--- src/rtl/aes_pkg.sv ---
// Shared AES byte arithmetic and column types for the serial MixColumns datapath.
package aes_pkg;

  localparam int         BYTES_PER_COL = 4;
  localparam logic [7:0] AES_REDUCE    = 8'h1B;

  // b0 lives in the top byte so a column reads left-to-right in stream order.
  typedef logic [31:0] col_word_t;

  function automatic logic [7:0] xtime(input logic [7:0] b);
    return {b[6:0], 1'b0} ^ (b[7] ? AES_REDUCE : 8'h00);
  endfunction

  function automatic logic [7:0] gmul3(input logic [7:0] b);
    return xtime(b) ^ b;
  endfunction

endpackage

--- src/rtl/mix_column_word.sv ---
// Combinational MixColumns matrix applied to one 32-bit column (b0 in bits 31:24).
module mix_column_word
  import aes_pkg::*;
(
  input  col_word_t col_i,
  output col_word_t col_o
);

  logic [7:0] b0, b1, b2, b3;

  assign {b0, b1, b2, b3} = col_i;

  assign col_o = {xtime(b0) ^ gmul3(b1) ^ b2        ^ b3,
                  b0        ^ xtime(b1) ^ gmul3(b2) ^ b3,
                  b0        ^ b1        ^ xtime(b2) ^ gmul3(b3),
                  gmul3(b0) ^ b1        ^ b2        ^ xtime(b3)};

endmodule

--- src/rtl/mix_columns_serial.sv ---
// Byte-serial MixColumns: buffers each 4-byte column, mixes it on the 4th byte and
// streams the result back out one byte per clock, with a final-round bypass.
module mix_columns_serial
  import aes_pkg::*;
#(
  parameter int NCOLS     = 4,
  parameter bit BYPASS_EN = 1'b1
) (
  input  logic       clk,
  input  logic       rst_n,
  input  logic [7:0] inBits,
  input  logic       in_valid,
  input  logic       last_round,
  output logic [7:0] outBits,
  output logic       out_valid,
  output logic       block_last
);

  localparam int CW = (NCOLS > 1) ? $clog2(NCOLS) : 1;

  logic [1:0]                          byte_cnt_q, byte_cnt_d;
  logic [CW-1:0]                       col_cnt_q, col_cnt_d;
  logic [BYTES_PER_COL-2:0][7:0]       buf_q, buf_d;
  logic [23:0]                         out_sr_q, out_sr_d;
  logic [7:0]                          out_byte_q, out_byte_d;
  logic                                out_vld_q, out_vld_d;
  logic                                blk_last_q, blk_last_d;
  logic [1:0]                          out_cnt_q, out_cnt_d;
  logic                                last_col_q, last_col_d;

  logic      col_done;
  col_word_t col_word, mixed, result;

  // The 4th byte bypasses the buffer so the column is mixed on the edge it arrives.
  assign col_done = in_valid && (byte_cnt_q == 2'd3);
  assign col_word = {buf_q[0], buf_q[1], buf_q[2], inBits};

  mix_column_word u_mix (
    .col_i (col_word),
    .col_o (mixed)
  );

  assign result = (BYPASS_EN && last_round) ? col_word : mixed;

  always_comb begin
    byte_cnt_d = byte_cnt_q;
    col_cnt_d  = col_cnt_q;
    buf_d      = buf_q;
    out_sr_d   = out_sr_q;
    out_byte_d = out_byte_q;
    out_vld_d  = out_vld_q;
    blk_last_d = blk_last_q;
    out_cnt_d  = out_cnt_q;
    last_col_d = last_col_q;

    if (in_valid) begin
      byte_cnt_d = byte_cnt_q + 2'd1;
      case (byte_cnt_q)
        2'd0:    buf_d[0] = inBits;
        2'd1:    buf_d[1] = inBits;
        2'd2:    buf_d[2] = inBits;
        default: ;
      endcase
    end

    // A fresh column load wins over retiring the previous one's last byte.
    if (col_done) begin
      col_cnt_d  = (col_cnt_q == CW'(NCOLS - 1)) ? '0 : col_cnt_q + 1'b1;
      last_col_d = (col_cnt_q == CW'(NCOLS - 1));
      out_byte_d = result[31:24];
      out_sr_d   = result[23:0];
      out_vld_d  = 1'b1;
      blk_last_d = 1'b0;
      out_cnt_d  = 2'd3;
    end else if (out_cnt_q != 2'd0) begin
      out_byte_d = out_sr_q[23:16];
      out_sr_d   = {out_sr_q[15:0], 8'h00};
      out_cnt_d  = out_cnt_q - 2'd1;
      blk_last_d = (out_cnt_q == 2'd1) && last_col_q;
    end else begin
      out_vld_d  = 1'b0;
      blk_last_d = 1'b0;
    end
  end

  always_ff @(posedge clk or negedge rst_n) begin
    if (!rst_n) begin
      byte_cnt_q <= '0;
      col_cnt_q  <= '0;
      buf_q      <= '0;
      out_sr_q   <= '0;
      out_byte_q <= '0;
      out_vld_q  <= 1'b0;
      blk_last_q <= 1'b0;
      out_cnt_q  <= '0;
      last_col_q <= 1'b0;
    end else begin
      byte_cnt_q <= byte_cnt_d;
      col_cnt_q  <= col_cnt_d;
      buf_q      <= buf_d;
      out_sr_q   <= out_sr_d;
      out_byte_q <= out_byte_d;
      out_vld_q  <= out_vld_d;
      blk_last_q <= blk_last_d;
      out_cnt_q  <= out_cnt_d;
      last_col_q <= last_col_d;
    end
  end

  assign outBits    = out_byte_q;
  assign out_valid  = out_vld_q;
  assign block_last = blk_last_q;

endmodule
--- config.mk ---
export PLATFORM = sky130hd
export DESIGN_NAME = mix_columns_serial
export DESIGN_NICKNAME = d
export VERILOG_FILES = /design/src/rtl/aes_pkg.sv /design/src/rtl/mix_column_word.sv /design/src/rtl/mix_columns_serial.sv
export SDC_FILE = /design/constraint.sdc
export NUM_CORES = 1
export LEC_CHECK = 0
export CORE_UTILIZATION = 44
export DETAILED_ROUTE_END_ITERATION = 10
export PLACE_DENSITY = 0.62
export SYNTH_ARGS = -nofsm -noshare
export SYNTH_HDL_FRONTEND = slang
export SYNTH_HIERARCHICAL = 1
export SYNTH_SLANG_ARGS = --single-unit
--- constraint.sdc ---
create_clock -name clk -period 1.95 [get_ports clk]
set_clock_uncertainty 0.15 [all_clocks]
set_input_delay 0.195 -clock clk [delete_from_list [all_inputs] [get_ports clk]]
set_output_delay 0.195 -clock clk [all_outputs]
set_load 0.03 [all_outputs]
# --- Word-level counts from Yosys, hierarchy flattened ---
# Cells that the tools add are included.
op_classes:
  addsub: 3
  eq_ne: 6
  mux: 16
  n_bitwise: 20
  reduce_logical: 8
op_table:
  columns: ["op", "n"]
  rows:
  - ["$xor A8 B8 Y8", 20]
  - ["$mux W24", 2]
  - ["$mux W32", 1]
  - ["$mux W5", 4]
  - ["$mux W8", 2]
  - ["$eq A2 B2 Y1 const B", 3]
  - ["$mux W2", 3]
  - ["$reduce_and A2 Y1", 3]
  - ["$add A2 B1 Y2 const B", 2]
  - ["$eq A2 B1 Y1 const B", 2]
  - ["$mux W1", 4]
  - ["$reduce_bool A2 Y1", 2]
  - ["$logic_and A1 B1 Y1", 2]
  - ["$logic_not A2 Y1", 1]
  - ["$ne A2 B2 Y1 const B", 1]
  - ["$sub A2 B1 Y2 const B", 1]
word_totals:
  ff_bits: 65
  in_bits: 12

# --- Longest topological paths before layout ---
# Gate-level depths: netlist (run 1).
logic_depth:
  depth_word: 8
  ltp_mapped: 6

# --- By module ---
# Netlist (run 1), hierarchy kept.
modules_own_cells:
  columns: ["module", "instances", "cells_each", "area_each_um2", "seq_area_each_um2"]
  rows:
  - ["mix_columns_serial", 1, 227, 3138.0, 1626.6]
  - ["mix_column_word", 1, 81, 1337.5, 0.0]

# --- Worst setup path before layout (run 1) ---
# OpenSTA, ideal clock, no wires.
synth_path:
  kind: "flip-flop to flip-flop"
  from: "reg buf_q[23] (netlist name)"
  to: "reg out_sr_q[17]"
  setup_time_ps: 126
  arrival_ps: 1454
  required_ps: 1674
  slack_ps: 220
  stages_incl_launch_ff: 6
  synth_period_minus_slack_ps: 1730
  path_cell_list: "dfrtp_1 -> buf_4 -> xor3_2 -> xnor3_1 -> mux2i_1 -> mux2i_1"
synth_via:
  elab_chain_len: 7
synth_lines:
  columns: ["element", "line", "rtl"]
  rows:
  - ["from (decl)", "mix_columns_serial.sv:23", "logic [BYTES_PER_COL-2:0][7:0] buf_q, buf_d;"]
  - ["from (signal assigned)", "mix_columns_serial.sv:100", "buf_q <= buf_d;"]
  - ["$mux W5", "aes_pkg.sv:11", "return {b[6:0], 1'b0} ^ (b[7] ? AES_REDUCE : 8'h00);"]
  - ["$xor A8 B8 Y8", "aes_pkg.sv:11", null]
  - ["$xor A8 B8 Y8", "aes_pkg.sv:15", "return xtime(b) ^ b;"]
  - ["$xor A8 B8 Y8 (2 in a row)", "mix_column_word.sv:14", "b0 ^ xtime(b1) ^ gmul3(b2) ^ b3,"]
  - ["via mixed[17]", "mix_columns_serial.sv:32", "col_word_t col_word, mixed, result;"]
  - ["$mux W32", "mix_columns_serial.sv:43", "assign result = (BYPASS_EN && last_round) ? col_word : mixed;"]
  - ["$mux W24", "mix_columns_serial.sv:67", "if (col_done) begin"]
  - ["to (signal assigned)", "mix_columns_serial.sv:101", "out_sr_q <= out_sr_d;"]
  - ["to (decl)", "mix_columns_serial.sv:24", "logic [23:0] out_sr_q, out_sr_d;"]
# The timed path passes the listed nets, and every way through them passes these cells.
# A chain may end at the register's enable or synchronous reset.

# --- Final worst setup path (run 1) ---
layout_path:
  from: "reg out_byte_q[2] (netlist: outBits[2])"
  to: "out outBits[2]"
layout_lines:
  columns: ["element", "line", "rtl"]
  rows:
  - ["from (decl)", "mix_columns_serial.sv:25", "logic [7:0] out_byte_q, out_byte_d;"]
  - ["from (signal assigned)", "mix_columns_serial.sv:102", "out_byte_q <= out_byte_d;"]
  - ["to (decl)", "mix_columns_serial.sv:14", "output logic [7:0] outBits,"]
# No word-level cell between the ends.

==> results of run 1 <==
-- registers in the layout, summed over array words and instances, names as in the netlist --
register,flops
buf_q,24
out_sr_q,24
outBits,8
byte_cnt_q,2
col_cnt_q,2
out_cnt_q,2
block_last,1
last_col_q,1
out_valid,1
-- layout make-up --
class | count | area, um2 | share of cell area, %
multi-input cells | 219 | 2690 | 52.1
flip-flops and latches | 65 | 1630 | 31.5
repair buffers | 53 | 505 | 9.78
well taps | 133 | 166 | 3.22
clock buffers | 11 | 151 | 2.93
inverters | 5 | 18.8 | 0.363
clock inverters | 1 | 5.00 | 0.0969
-- metal layers --
layer	routed length, um	part of all wire, %	vias to the layer above
met5	0	0	-
met4	116	1.4	0
met3	368	4.3	10
met2	3720	44	39
met1	4260	50	1227
li1	-	-	1174
-- kinds of logic (layout without fill, tap and decap cells) --
| group | count (synthesis) | count (layout) | share of synthesized area (%) |
|---|---|---|---|
| adder cells (fa/ha/maj) | 7 | 7 | 1.96 |
| AND/OR/NAND/NOR | 17 | 17 | 1.79 |
| XOR/XNOR | 77 | 77 | 29.5 |
| buffers and inverters | 24 | 70 | 3.55 |
| flip-flops | 65 | 65 | 36.3 |
| multiplexers | 115 | 115 | 26.5 |
| AO/OA/AOI/OAI | 3 | 3 | 0.391 |
-- cell usage after synthesis --
library cell,number,share of area (%)
and4b_1,1,0.22
nand2_1,11,0.92
xnor2_4,2,1.2
inv_1,5,0.42
buf_6,4,1.0
o21ai_0,2,0.22
xor3_1,10,5.3
xnor3_2,1,0.53
buf_4,8,1.3
nor2_1,1,0.084
o211ai_1,1,0.17
clkbuf_2,1,0.11
xor2_1,15,2.9
buf_2,6,0.67
nand2_2,4,0.56
xnor2_1,17,3.3
mux2_2,27,6.8
dfrtp_1,65,36
xnor3_1,31,16
mux2i_1,88,20
xor3_2,1,0.56
ha_1,7,2.0
-- path summary, 6_finish.rpt --
kind,startpoint,to,depth (start not counted)
max reg2reg,buf_q[1]$_DFFE_PN0P_,out_sr_q[1]$_DFFE_PN0P_,4
min in group clk,last_round,outBits[3]$_DFFE_PN0P_,3
min,rst_n,outBits[6]$_DFFE_PN0P_,3
max,outBits[2]$_DFFE_PN0P_,outBits[2],1
max in group asynchronous,rst_n,out_sr_q[20]$_DFFE_PN0P_,3
min reg2reg,out_cnt_q[1]$_DFFE_PN0P_,out_cnt_q[1]$_DFFE_PN0P_,2
-- power by group through the flow --
stage / Combinational, mW / Clock, mW / Sequential, mW
3_5_place_dp: 6.63 / 0 / 2.57
6_report: 6.58 / 1.01 / 2.53
3_3_place_gp: 6.56 / 0 / 2.55
5_1_grt: 7.12 / 1.10 / 2.63
4_1_cts: 6.66 / 1.04 / 2.54
2_1_floorplan: 5.32 / 0 / 2.46
==> impl_metrics.py, run 1 <==
metrics = {
    "outcome": {
        "status": "finished, final reports clean",
    },
    "floorplan": {
        "die_h_um": 103,
        "start_util_pct": 45.6,
        "die_w_um": 103,
        "ioPinCount": 22,
        "fp-row-count": 36,
        "die-area_mm2": 0.0106,
        "core-area_mm2": 0.00982,
    },
    "logic_synthesis": {
        "synth.distinct_cells": 22,
        "ys_warn_count": 6,
        "synth-seq-cells": 65,
        "ys_seq_area_share_pct": 36.3,
        "syn_inst": 308,
        "mappedNetlistArea_mm2": 0.00448,
        "synth_area_per_cell_um2": 14.5,
        "syn-num-nets": 327,
    },
    "pwr": {
        "pwr-share-comb_pct": 65.0,
        "p_int_mw": 6.62,
        "p_seq_share_pct": 25.0,
        "power_mw": 10.1,
        "switchingPower_mw": 3.49,
        "leakage_nw": 2.73,
        "max-vdd-ir-drop_v": 0.000887,
        "p_per_area_mw_per_mm2": 1960,
        "switching_share_pct": 34.5,
        "clkPwrFrac_pct": 10.0,
    },
    "worst_setup_path": {
        "cp.arrival_ps": 1470,
        "crit_type": "flop to output port",
        "critPathLaunchType": "flop",
        "cp_max_fo": 2,
        "path_cells": "clkdlybuf4s50_1",
        "regToRegSetupSlack_ps": 150,
        "critPathCaptureType": "output port",
        "cp_slowest_stage_delay_ps": 700,
        "cpMaxStageDelayCell": "clkdlybuf4s50_1",
        "cp_num_buf_inv": 1,
        "critPathRequiredTime_ps": 1600,
        "crit_family": "buffers and inverters",
    },
    "sta": {
        "drv_slew": 0,
        "tightest_slew_ps": 463,
        "rsz0062_at_grt": "false",
        "holdWs_ps": 247,
        "period_needed_ps": 1810,
        "timing.fmax_mhz": 552,
        "finalHoldViolCount": 0,
        "finalCritPeriodShare_pct": 92.9,
        "worst_slack_ps": 138,
        "relSlewSlack_pct": 68.9,
        "setup_viol_count_final": 0,
        "tns_ps": 0,
    },
    "clock_network": {
        "cts_root_buffer": "clkbuf_8",
        "cts_tree": "done",
        "clk_path_buf_depth": 2,
        "clkSlewWorstSetupHoldPaths_ps": 70,
        "clk_latency_ps": 340,
        "cts_buffers": 9,
        "cts_setup_buffers": 0,
        "cts.sinks": 65,
        "postCtsHoldBufs": 1,
        "cts_resized": 0,
        "htreeDepth": 3,
    },
    "global_route": {
        "grt_max_degree": 66,
        "grt_pass1_vias": 2501,
        "grt_usage_pct": 18.0,
        "use_met2_pct": 26.6,
        "met3_usage_pct": 3.12,
        "grt.busiest_layer": "met1",
        "overflow": 0,
        "antenna_found_initial": 0,
        "use_met1_pct": 26.7,
        "grt_pass1_wl_um": 13800,
    },
    "drt": {
        "drt-pass1-iter-count": 4,
        "remaining_drc_errors": 0,
        "wl_per_cell_um": 17.4,
        "avgViaCountPerCell": 5.03,
        "initialDrtViolationCount": 74,
        "dr_total_vias": 2450,
        "ant_nets": 0,
        "wl_um": 8470,
    },
    "placement": {
        "place.gp.congestion": 0.707,
        "post-place-ws_ps": -97.7,
        "portBuffers": 21,
        "dpl_cell_area_mm2": 0.00500,
        "dp_cells": 474,
        "hpwl_um": 5790,
    },
    "cells_and_area": {
        "layout-drive-gt1-share_pct": 22.9,
        "final_nets": 372,
        "n_fill_cell": 910,
        "final_cell_area_mm2": 0.00517,
        "layout_common_cells": "mux2i_1, dfrtp_1, xnor3_1",
        "fin_util_pct": 52.6,
        "antennaDiodeCount": 0,
        "final_common_cell": "mux2i_1",
        "final_cells": 487,
        "area_growth_pct": 15.4,
    },
    "flow_run": {
        "maxCapViolations": 0,
    },
    "min_path": {
        "hold_path.class": "primary input to asynchronous set/reset pin",
    },
}
No activity file was read; power rests on OpenSTA's default activity.
==> run 2, diff against run 1 <==
--- a/config.mk
+++ b/config.mk
@@ -7,7 +7,8 @@
 export LEC_CHECK = 0
 export CORE_UTILIZATION = 44
 export DETAILED_ROUTE_END_ITERATION = 10
-export PLACE_DENSITY = 0.62
+export DONT_BUFFER_PORTS = 1
+export PLACE_DENSITY = 0.6
 export SYNTH_ARGS = -nofsm -noshare
 export SYNTH_HDL_FRONTEND = slang
 export SYNTH_HIERARCHICAL = 1
==> constraint.sdc (replaced) <==
create_clock -name clk -period 1.8 [get_ports clk]
set_clock_uncertainty 0.15 [all_clocks]
set_input_delay 0.18 -clock clk [delete_from_list [all_inputs] [get_ports clk]]
set_output_delay 0.18 -clock clk [all_outputs]
set_load 0.03 [all_outputs]
==> run 2 against run 1 <==
Against the previous run:
- the run now ends with hold timing left
- register-to-register slack got worse by 95 ps
- critical path depth up 3
- sequential power grew 11%
- flip-flop and latch count unchanged
- power increased by 13%
- hold slack lost 860 ps
==> impl_metrics.py, run 2 (synthesis results as in run 1) <==
metrics = {
    "drt": {
        "initialDrtViolationCount": 48,
        "wl_per_cell_um": 18.2,
        "avgViaCountPerCell": 5.02,
        "dr_total_vias": 2405,
        "drt-pass1-iter-count": 4,
        "wl_um": 8740,
        "ant_nets": 0,
        "remaining_drc_errors": 0,
    },
    "worst_setup_path": {
        "crit_type": "flop to flop",
        "path_cells": "xnor2_1, xnor3_1, mux2i_1, mux2i_1",
        "cpMostUsedCell": "mux2i_1",
        "critPathRequiredTime_ps": 1870,
        "cpMaxStageDelayCell": "dfrtp_1",
        "critPathLaunchType": "flop",
        "reg2reg_from": "buf_q[11]$_DFFE_PN0P_",
        "cp.arrival_ps": 1810,
        "critPathCaptureType": "flop",
        "cp_slowest_stage_delay_ps": 480,
        "cp_max_fo": 6,
        "critPathLaunch": "buf_q[11]$_DFFE_PN0P_",
    },
    "global_route": {
        "grt_max_degree": 66,
        "grt_usage_pct": 18.1,
        "grt_pass1_wl_um": 13900,
        "overflow": 0,
        "grt_pass1_vias": 2434,
        "antenna_found_initial": 0,
    },
    "clock_network": {
        "cts_buffers": 9,
        "cts_root_buffer": "clkbuf_8",
        "cts_tree": "done",
        "clk_path_buf_depth": 2,
        "cts.sinks": 65,
        "htreeDepth": 3,
        "postCtsHoldBufs": 9,
        "clk_latency_ps": 340,
        "clkSlewWorstSetupHoldPaths_ps": 80,
    },
    "sta": {
        "holdWs_ps": -617,
        "relSlewSlack_pct": 72.4,
        "timing.fmax_mhz": 573,
        "period_needed_ps": 1750,
        "setup_viol_count_final": 0,
        "drv_slew": 0,
        "finalCritPeriodShare_pct": 97.0,
        "tns_ps": 0,
        "tightest_slew_ps": 411,
        "finalHoldViolCount": 96,
        "rsz0062_at_grt": "true",
    },
    "floorplan": {
        "die-area_mm2": 0.0106,
        "core-area_mm2": 0.00982,
        "fp-row-count": 36,
        "start_util_pct": 45.6,
        "die_w_um": 103,
        "die_h_um": 103,
        "ioPinCount": 22,
    },
    "flow_run": {
        "maxCapViolations": 0,
    },
    "outcome": {
        "violations": "hold timing",
        "status": "complete, but fails checks",
    },
    "pwr": {
        "max-vdd-ir-drop_v": 0.000848,
        "p_per_area_mw_per_mm2": 2240,
        "leakage_nw": 2.69,
    },
    "cells_and_area": {
        "antennaDiodeCount": 0,
        "final_cell_area_mm2": 0.00509,
        "final_nets": 360,
        "final_common_cell": "mux2i_1",
        "layout-drive-gt1-share_pct": 26.0,
        "layout_common_cells": "mux2i_1, dfrtp_1, xnor3_1",
        "area_growth_pct": 13.7,
    },
    "min_path": {
        "hold_path.class": "primary input to asynchronous set/reset pin",
    },
    "placement": {
        "portBuffers": 0,
        "dpl_cell_area_mm2": 0.00477,
        "hpwl_um": 5940,
        "place.gp.congestion": 0.744,
    },
}
## run 2: critical path, delay by kind of cell, from the launching register on
family	cells	cell delay [ps]
muxes	2	220
DFF	1	480
xor gates and xnor gates	2	780
## run 2: path summary, 6_finish.rpt
check	cells past startpoint	slack, ps	endpoint
worst max-delay path	4	50	out_sr_q[20]$_DFFE_PN0P_
worst min-delay path	0	-620	outBits[6]$_DFFE_PN0P_
worst max register to register	4	50	out_sr_q[20]$_DFFE_PN0P_
worst min register to register	1	350	last_col_q$_DFFE_PN0P_
max in group asynchronous	0	1960	buf_q[7]$_DFFE_PN0P_
min in group clk	2	-90	out_sr_q[17]$_DFFE_PN0P_
## run 2: cell type report
type	instances	area (um2)
fillers	903	4730
multi-input cells	219	2710
flip-flops and latches	65	1630
repair buffers	41	368
well taps	133	166
clock buffers	11	141
clock inverters	5	55.1
inverters	5	18.8
## run 2: layer usage
metal | global-route usage [%] | up-vias | share of wire (%)
li1 | - | 1155 | -
met1 | 27.1 | 1210 | 52
met2 | 26.6 | 30 | 43
met3 | 3.32 | 10 | 3.3
met4 | 5.53 | 0 | 1.3
met5 | 0 | - | 0
## run 2: what timing repair did
action | in CTS | in global routing
setup buffers | 0 | 2
endpoints found under the hold margin | 122 | 96
pin swaps | 0 | 4
setup endpoints to repair | 4 | 5
gates resized for setup | 1 | 6
## run 2: metrics by stage
stage          setup slack [ps]  util (%)  total power [mW]  hold WS [ps]  instances
3_3_place_gp              -57.2      48.5              9.93          -263        452
5_1_grt                   -3.25      51.8              12.1          -641        479
6_report                   54.5      51.8              11.4          -617        479
4_1_cts                    9.36      51.5              11.4          -634        477
3_5_place_dp              -35.3      48.5              10.0          -263        452
2_1_floorplan              70.0         -              8.43          -266        308
## run 2: power breakdown
group	internal [mW]	switching, mW
logic	4.70	2.62
clock network	0.674	0.592
registers	2.06	0.759
total	7.43	3.97
==> run 3, diff against run 2 <==
--- a/config.mk
+++ b/config.mk
@@ -6,8 +6,10 @@
 export NUM_CORES = 1
 export LEC_CHECK = 0
 export CORE_UTILIZATION = 44
+export CTS_BUF_LIST = sky130_fd_sc_hd__clkbuf_8
 export DETAILED_ROUTE_END_ITERATION = 10
 export DONT_BUFFER_PORTS = 1
+export HOLD_SLACK_MARGIN = 0.08
 export PLACE_DENSITY = 0.6
 export SYNTH_ARGS = -nofsm -noshare
 export SYNTH_HDL_FRONTEND = slang
==> run 3 against run 2 <==
Against the previous run:
- the run still ends with hold timing left
- final area unchanged
- core utilization unchanged
- critical path depth unchanged
- via count decreased by 0.25%
- non-clock buffer count unchanged
- final cell count unchanged
- fmax about the same
- clock power about the same
- combinational power about the same
- sequential power about the same
- flip-flop and latch count unchanged
- critical path type unchanged
==> impl_metrics.py, run 3 (synthesis results as in run 1) <==
metrics = {
    "pwr": {
        "leakage_nw": 2.69,
        "p_per_area_mw_per_mm2": 2240,
        "max-vdd-ir-drop_v": 0.000847,
        "power_mw": 11.4,
    },
    "cells_and_area": {
        "final_cells": 479,
        "antennaDiodeCount": 0,
        "n_fill_cell": 903,
        "layout-drive-gt1-share_pct": 26.0,
        "final_nets": 360,
        "area_growth_pct": 13.7,
        "final_common_cell": "mux2i_1",
        "layout_common_cells": "mux2i_1, dfrtp_1, xnor3_1",
    },
    "sta": {
        "finalCritPeriodShare_pct": 96.9,
        "rsz0062_at_grt": "true",
        "relSlewSlack_pct": 72.4,
        "setup_viol_count_final": 0,
        "timing.fmax_mhz": 573,
        "finalHoldViolCount": 96,
        "drv_slew": 0,
        "period_needed_ps": 1750,
        "holdWs_ps": -617,
        "tightest_slew_ps": 412,
    },
    "floorplan": {
        "core-area_mm2": 0.00982,
        "ioPinCount": 22,
        "die_w_um": 103,
        "start_util_pct": 45.6,
        "die_h_um": 103,
        "fp-row-count": 36,
        "die-area_mm2": 0.0106,
    },
    "placement": {
        "portBuffers": 0,
        "place.gp.congestion": 0.744,
        "dp_cells": 452,
        "hpwl_um": 5940,
    },
    "drt": {
        "initialDrtViolationCount": 65,
        "dr_total_vias": 2399,
        "wl_per_cell_um": 18.2,
        "wl_um": 8740,
        "drt-pass1-iter-count": 5,
        "remaining_drc_errors": 0,
        "avgViaCountPerCell": 5.01,
        "ant_nets": 0,
    },
    "worst_setup_path": {
        "critPathRequiredTime_ps": 1870,
        "cp_slowest_stage_delay_ps": 480,
        "crit_family": "XOR/XNOR gates",
        "path_cells": "xnor2_1, xnor3_1, mux2i_1, mux2i_1",
        "crit_type": "flop to flop",
        "cp.arrival_ps": 1810,
        "reg2reg_to": "out_sr_q[20]$_DFFE_PN0P_",
        "cpMostUsedCell": "mux2i_1",
        "critPathLaunchType": "flop",
        "reg2regPathDepth": 4,
        "cp_max_fo": 6,
        "cp_num_buf_inv": 0,
        "critPathCaptureType": "flop",
        "cpMaxStageDelayCell": "dfrtp_1",
        "regToRegSetupSlack_ps": 50,
        "reg2reg_from": "buf_q[11]$_DFFE_PN0P_",
    },
    "clock_network": {
        "clk_latency_ps": 340,
        "cts_root_buffer": "clkbuf_8",
        "clk_path_buf_depth": 2,
        "cts_tree": "done",
        "htreeDepth": 3,
        "postCtsHoldBufs": 9,
        "clkSlewWorstSetupHoldPaths_ps": 80,
        "cts_buffers": 9,
        "cts.sinks": 65,
    },
    "flow_run": {
        "maxCapViolations": 0,
    },
    "outcome": {
        "status": "complete, but fails checks",
        "violations": "hold timing",
    },
    "global_route": {
        "grt_pass1_vias": 2434,
        "grt_pass1_wl_um": 13900,
        "grt_max_degree": 66,
        "antenna_found_initial": 0,
        "grt_usage_pct": 18.1,
        "overflow": 0,
    },
    "min_path": {
        "hold_path.class": "primary input to asynchronous set/reset pin",
    },
}
[run 3: cell count changes in the layout (fill, tap and decap cells not counted), sizes merged]
cell and change:
clkbuf -1, inv +1
[run 3: cell type report]
type | count | area [um2] | share of cell area [%]
multi-input cells | 219 | 2710 | 53.2
flip-flops and latches | 65 | 1630 | 32.1
repair buffers | 41 | 368 | 7.23
well taps | 133 | 166 | 3.27
clock buffers | 10 | 138 | 2.70
clock inverters | 6 | 58.8 | 1.16
inverters | 5 | 18.8 | 0.369
[run 3: stage by stage]
| step | instance area, um2 | utilization, % | TNS [ps] | worst slack (ps) |
|---|---|---|---|---|
| after floorplan | 4480 | - | 0 | 70.0 |
| after global placement | 4770 | 48.5 | -57.2 | -57.2 |
| after detailed placement | 4770 | 48.5 | -71.0 | -35.3 |
| after CTS | 5050 | 51.5 | 0 | 9.36 |
| after global routing | 5090 | 51.8 | -3.70 | -3.25 |
| final | 5090 | 51.8 | 0 | 55.0 |
[run 3: worst max path at each step]
stage	to	depth (start not counted)	startpoint
3_5_place_dp	outBits[3]$_DFFE_PN0P_	4	buf_q[7]$_DFFE_PN0P_
4_1_cts	out_sr_q[20]$_DFFE_PN0P_	4	buf_q[15]$_DFFE_PN0P_
6_report	out_sr_q[20]$_DFFE_PN0P_	4	buf_q[11]$_DFFE_PN0P_
5_1_grt	outBits[3]$_DFFE_PN0P_	4	buf_q[15]$_DFFE_PN0P_
2_1_floorplan	out_sr_q[17]$_DFFE_PN0P_	5	buf_q[23]$_DFFE_PN0P_
3_3_place_gp	outBits[3]$_DFFE_PN0P_	4	buf_q[7]$_DFFE_PN0P_
[run 3: where the power goes]
part	internal [mW]	total, mW	leakage (nW)	switching (mW)
logic	4.70	7.31	1.77	2.61
registers	2.06	2.82	0.820	0.759
clock network	0.668	1.26	0.0995	0.592
total	7.43	11.4	2.69	3.96
[run 3: routing by layer]
metal	vias up	track usage, %	wire, um
li1	1155	-	-
met5	-	0	0
met3	10	3.32	257
met4	0	5.53	117
met1	1209	27.1	4610
met2	25	26.6	3750
[run 3: timing repair]
action / CTS / global route
setup endpoints to repair: 4 / 5
setup buffers: 0 / 2
resized for setup: 1 / 6
endpoints found under the hold margin: 123 / 97
pin swaps: 0 / 4
